`src/rtl/multicycle_datapath.sv`:
```
`default_nettype none
// ============================================================================
//  Module      : multicycle_datapath
//  Description : Datapath half of a multicycle MIPS core. Holds the
//                architectural state (PC, 32x32 register file) and the
//                non-architectural stage registers (IR, Data, A, B, ALUOut),
//                and drives the shared instruction/data memory port. All
//                sequencing comes from the controller's per-cycle control
//                word; op/funct/zero are returned to it.
//  Revision    : 1.0 - initial release
// ----------------------------------------------------------------------------
//  Ports
//    clk          in   1   rising-edge clock
//    reset        in   1   synchronous, active-high reset
//    pcen         in   1   PC load enable
//    memwrite     in   1   memory write strobe from controller
//    irwrite      in   1   IR load enable
//    regwrite     in   1   register-file write enable
//    alusrca      in   1   SrcA select   (0: PC, 1: A)
//    iord         in   1   address select (0: PC, 1: ALUOut)
//    memtoreg     in   1   write-data select (0: ALUOut, 1: Data)
//    regdst       in   1   write-address select (0: rt, 1: rd)
//    alusrcb      in   2   SrcB select (B, 4, SignImm, SignImm<<2)
//    pcsrc        in   2   next-PC select (ALU, ALUOut, jump, hold)
//    alucontrol   in   4   ALU operation
//    readdata     in   32  memory read data (combinational memory)
//    op           out  6   IR[31:26]
//    funct        out  6   IR[5:0]
//    zero         out  1   ALU result equals zero
//    adr          out  32  memory address
//    writedata    out  32  memory write data (B register)
//    memwrite_o   out  1   memwrite forwarded to memory
// ============================================================================
module multicycle_datapath #(
  parameter logic [31:0] RESET_PC = 32'h0000_0000
) (
  input  logic        clk,
  input  logic        reset,
  input  logic        pcen,
  input  logic        memwrite,
  input  logic        irwrite,
  input  logic        regwrite,
  input  logic        alusrca,
  input  logic        iord,
  input  logic        memtoreg,
  input  logic        regdst,
  input  logic [1:0]  alusrcb,
  input  logic [1:0]  pcsrc,
  input  logic [3:0]  alucontrol,
  input  logic [31:0] readdata,
  output logic [5:0]  op,
  output logic [5:0]  funct,
  output logic        zero,
  output logic [31:0] adr,
  output logic [31:0] writedata,
  output logic        memwrite_o
);

  // ALU operation encodings
  localparam logic [3:0] C_ALU_AND = 4'b0000;
  localparam logic [3:0] C_ALU_OR  = 4'b0001;
  localparam logic [3:0] C_ALU_ADD = 4'b0010;
  localparam logic [3:0] C_ALU_SUB = 4'b0110;
  localparam logic [3:0] C_ALU_SLT = 4'b0111;
  localparam logic [3:0] C_ALU_NOR = 4'b1100;

  // --------------------------------------------------------------------------
  // State
  // --------------------------------------------------------------------------
  logic [31:0] pc_q;
  logic [31:0] pc_d;
  logic [31:0] ir_q;
  logic [31:0] data_q;
  logic [31:0] a_q;
  logic [31:0] b_q;
  logic [31:0] aluout_q;
  logic [31:0] rf_q [32];

  // --------------------------------------------------------------------------
  // Combinational datapath
  // --------------------------------------------------------------------------
  logic [4:0]  rs;
  logic [4:0]  rt;
  logic [4:0]  rd;
  logic [4:0]  wa;
  logic [31:0] wd;
  logic [31:0] rd1;
  logic [31:0] rd2;
  logic [31:0] signimm;
  logic [31:0] srca;
  logic [31:0] srcb;
  logic [31:0] alu_result;
  logic [31:0] diff;
  logic [31:0] pc_jump;

  assign rs      = ir_q[25:21];
  assign rt      = ir_q[20:16];
  assign rd      = ir_q[15:11];
  assign signimm = {{16{ir_q[15]}}, ir_q[15:0]};
  assign pc_jump = {pc_q[31:28], ir_q[25:0], 2'b00};

  // r0 is hardwired to zero on the read side; writes to it are also dropped
  // below, so its storage cell never matters.
  assign rd1 = (rs == 5'd0) ? 32'd0 : rf_q[rs];
  assign rd2 = (rt == 5'd0) ? 32'd0 : rf_q[rt];

  assign wa = regdst   ? rd     : rt;
  assign wd = memtoreg ? data_q : aluout_q;

  assign srca = alusrca ? a_q : pc_q;

  always_comb begin
    srcb = b_q;
    case (alusrcb)
      2'b00:   srcb = b_q;
      2'b01:   srcb = 32'd4;
      2'b10:   srcb = signimm;
      default: srcb = {signimm[29:0], 2'b00};
    endcase
  end

  assign diff = srca - srcb;

  always_comb begin
    alu_result = 32'd0;
    case (alucontrol)
      C_ALU_AND: alu_result = srca & srcb;
      C_ALU_OR:  alu_result = srca | srcb;
      C_ALU_ADD: alu_result = srca + srcb;
      C_ALU_SUB: alu_result = diff;
      // Signed less-than: when the signs differ the answer is srca's sign,
      // otherwise the subtraction cannot overflow and its sign is exact.
      C_ALU_SLT: alu_result = {31'd0, (srca[31] != srcb[31]) ? srca[31] : diff[31]};
      C_ALU_NOR: alu_result = ~(srca | srcb);
      default:   alu_result = 32'd0;
    endcase
  end

  assign zero = (alu_result == 32'd0);

  always_comb begin
    pc_d = pc_q;
    case (pcsrc)
      2'b00:   pc_d = alu_result;
      2'b01:   pc_d = aluout_q;
      2'b10:   pc_d = pc_jump;
      default: pc_d = pc_q;
    endcase
  end

  // --------------------------------------------------------------------------
  // Outputs
  // --------------------------------------------------------------------------
  assign op         = ir_q[31:26];
  assign funct      = ir_q[5:0];
  assign adr        = iord ? aluout_q : pc_q;
  assign writedata  = b_q;
  assign memwrite_o = memwrite;

  // --------------------------------------------------------------------------
  // PC and stage registers. Reset wins over every enable, so an instruction
  // interrupted by reset leaves nothing behind in these registers.
  // --------------------------------------------------------------------------
  always_ff @(posedge clk) begin
    if (reset) begin
      pc_q     <= RESET_PC;
      ir_q     <= 32'd0;
      data_q   <= 32'd0;
      a_q      <= 32'd0;
      b_q      <= 32'd0;
      aluout_q <= 32'd0;
    end else begin
      if (pcen) begin
        pc_q <= pc_d;
      end
      // IR captures memory at the pre-edge address even when the PC
      // advances on the same edge.
      if (irwrite) begin
        ir_q <= readdata;
      end
      data_q   <= readdata;
      a_q      <= rd1;
      b_q      <= rd2;
      aluout_q <= alu_result;
    end
  end

  // --------------------------------------------------------------------------
  // Register file write port. Not reset; contents written before a reset
  // survive it. A same-cycle read still sees the old value because A/B
  // sample rd1/rd2 on the same edge that commits the write.
  // --------------------------------------------------------------------------
  always_ff @(posedge clk) begin
    if (!reset && regwrite && (wa != 5'd0)) begin
      rf_q[wa] <= wd;
    end
  end

endmodule
`default_nettype wire

```
`config.mk`:
```
export PLATFORM = sky130hd
export DESIGN_NAME = multicycle_datapath
export DESIGN_NICKNAME = d
export VERILOG_FILES = /design/src/rtl/multicycle_datapath.sv
export SDC_FILE = /design/constraint.sdc
export NUM_CORES = 2
export LEC_CHECK = 0
export ABC_AREA = 1
export CELL_PAD_IN_SITES_DETAIL_PLACEMENT = 1
export CELL_PAD_IN_SITES_GLOBAL_PLACEMENT = 1
export CORE_MARGIN = 2
export CORE_UTILIZATION = 45
export CTS_CLUSTER_DIAMETER = 120
export DETAILED_ROUTE_END_ITERATION = 16
export HOLD_SLACK_MARGIN = 0.15
export PLACE_DENSITY = 0.78
export SLEW_MARGIN = 15
export SYNTH_ARGS = -nofsm -noshare
export SYNTH_HDL_FRONTEND = slang
export SYNTH_SLANG_ARGS = --single-unit
```
`constraint.sdc`:
```
create_clock -name clk -period 5.95 [get_ports clk]
set_input_delay 0.8925 -clock clk [delete_from_list [all_inputs] [get_ports clk]]
set_output_delay 0.8925 -clock clk [all_outputs]
set_load 0.05 [all_outputs]
```
==> results_dict.tcl <==
set metrics [dict create \
    drive_gt1_share_pct 11.2 \
    io_pins 128 \
    placed_area_um2 68600 \
    cp_common_cell "nor2_2" \
    fin_area_um2 74000 \
    routed_wl_mm 281 \
    clkSinkCount 1216 \
    syn-cell-area_um2 63700 \
    clk_root_buffer_cell "clkbuf_16" \
    vias 60300 \
    coreArea_um2 141000 \
    fmax_ghz 0.171 \
    die_x_um 380 \
    fin_skew_ns 0.0367 \
    htree_levels 4 \
    synth-seq-area-share_pct 54.3 \
    fp.dieH_um 380 \
    hpwl_mm 176 \
    setup_viol 0 \
    port_buffers 125 \
    criticalPathCategory "in -> out" \
    synth_top_area_cell "edfxtp_1" \
    rows 138 \
    grt_pass1_wl_mm 404 \
    grt.overflow.total 0 \
    antenna_found_initial 17 \
    synthDistinctLibCells 53 \
    power_density_nw_per_um2 303 \
    cts_buffer_depth 3 \
    drc 0 \
    yosys_warnings 0 \
    period_needed_ns 5.86 \
    gp_congestion 1.01 \
    postSynthAreaPerCell_um2 8.82 \
    firstDrtPassIters 8 \
    cts_buffers 135 \
    clk_pin_slew_worst_paths_ns 0.06 \
    required_ns 5.06 \
    critPathArrivalTime_ns 4.97 \
    ir_drop_v 0.000310 \
    clock_latency_ns 0.82 \
    post_drt_via_cell_ratio 6.42 \
    nets 7549 \
    area_delta_synth_final_pct 16.2 \
    worst_pin_slew_ns 1.11 \
    ctsHoldBuffers 0 \
    critical_path.max_fanout 9 \
    hold_path_class "reg -> reg" \
    start_util_pct 45.1 \
    yosys.area.top_type_share_pct 48.3 \
    drtIter0Drc 7948 \
    grt_max_degree 188 \
    synthFlopType "edfxtp_1" \
    ys_top_cells_by_area "edfxtp_1, o21ai_0, nand2_1" \
    ant_nets 0 \
    ys_ff_latch 1216 \
    grtUsageTotal_pct 37.6 \
    synth_cells 7218 \
    wl_per_cell_um 29.9 \
    async_flop_share_pct 0 \
    crit_slowest_cell "ha_1" \
    tritoncts "yes" \
    cp-end-kind "output port" \
    slew_headroom_pct 24.9 \
    cellLeakagePower_uw 0.0279 \
    hold_viol 0 \
    synth_enable_flop_cells 1024 \
    max-cap-violations 0 \
    die-area_um2 145000 \
    drv_slew 0 \
    status "complete, no violations" \
    grt_pass1_vias 60400 \
    critPathLaunchType "primary input" \
    critPathMaxStageDelay_ns 0.34 \
    hold_ws_ns 0.484 \
    min_period_over_period_pct 98.5 \
]
==> per-layer routing <==
metal	vias up	global-route usage, %	share of wire (%)
met4	14	21.5	6.5
li1	25500	-	-
met1	30100	48.9	38
met5	-	0	0.038
met2	3673	58.5	45
met3	985	7.75	11
==> Yosys cell counts, types with 99 or more instances <==
| library cell | instances |
|---|---|
| dfxtp_1 | 192 |
| o211ai_1 | 219 |
| nand2_1 | 1204 |
| inv_1 | 770 |
| clkbuf_1 | 277 |
| nor2_1 | 612 |
| o21ai_0 | 1242 |
| nand3_1 | 299 |
| ha_1 | 102 |
| a21oi_1 | 536 |
| a221oi_1 | 99 |
| edfxtp_1 | 1024 |
| buf_2 | 171 |
==> through the flow <==
stage                     setup TNS (ns)  setup slack, ns  cells  total power (uW)  utilization (%)
final                                  0           0.0876   9402             22400             52.5
after global routing             -0.0751          -0.0751   9396             23000             52.4
after CTS                              0        0.0000773   9376             22200             52.0
after detailed placement          -0.529           -0.529   9124             13700             48.7
after global placement            -0.447           -0.447   9124             13600             48.7
after floorplan                        0            0.200   7249             11900                -
==> power breakdown <==
part / total [uW] / leakage [uW] / internal [uW] / switching [uW]
Combinational: 4140 / 0.0147 / 1250 / 2900
Clock: 8610 / 0.00218 / 4930 / 3680
Sequential: 9670 / 0.0110 / 9420 / 249
Total: 22400 / 0.0279 / 15600 / 6820
==> cell families after synthesis <==
family	synth area share, %
buf+inv	8.38
simple gates	13.7
flops	54.3
other cells	0.00589
fa+ha+maj	2.10
mux	0.0707
compound gates	21.4
==> flip-flops by register name (all words and copies together) (netlist names) <==
name and count:
rf_q 1024, writedata 32, data_q 32, pc_q 32, ir_q 32, a_q 32
aluout_q 32
==> repair_timing <==
item,4_1_cts,5_1_grt
setup endpoints to repair,1,1
pin swaps,3,32
setup buffers,3,14
cloned,0,6
gates resized for setup,46,123
==> final cells by class <==
class,instances,area [um2]
fill,16200,67100
sequential,1216,34600
multi-input combinational,4728,24800
timing repair buffer,528,4720
clock buffer,184,3750
inverter,785,2980
tap,1890,2360
clock inverter,65,722
antenna,6,15.0
==> worst paths after layout <==
check | from | to | slack, ns | cells past startpoint
min | aluout_q[0] | pc_q[0] | 0.48 | 2
max | alusrca | zero | 0.09 | 29
max reg2reg | ir_q[19] | writedata[25] | 1.87 | 9
min reg2reg | aluout_q[0] | pc_q[0] | 0.48 | 2
==> layout by cell type (no fill, tap or decap), types with 91 or more instances in the layout <==
master           Yosys  layout
nor2_1             612     556
o211ai_1           219     219
buf_4               33     369
o21ai_0           1242    1194
clkdlybuf4s50_1      0     117
clkbuf_16            0     143
dfxtp_1            192     174
o22ai_1             93      91
a221oi_1            99      98
inv_1              770     752
edfxtp_1          1024    1024
a21oi_1            536     519
nand3_1            299     298
nand2_1           1204    1190
==> worst max-delay path: cells and delay by family <==
family                   cells  cell delay, ns
AND/OR/NAND/NOR             18            2.19
buffers and inverters        6            0.95
adder cells (fa/ha/maj)      2            0.58
AO/OA/AOI/OAI                3            0.34
Note: power is estimated with default switching activity, not from simulation.
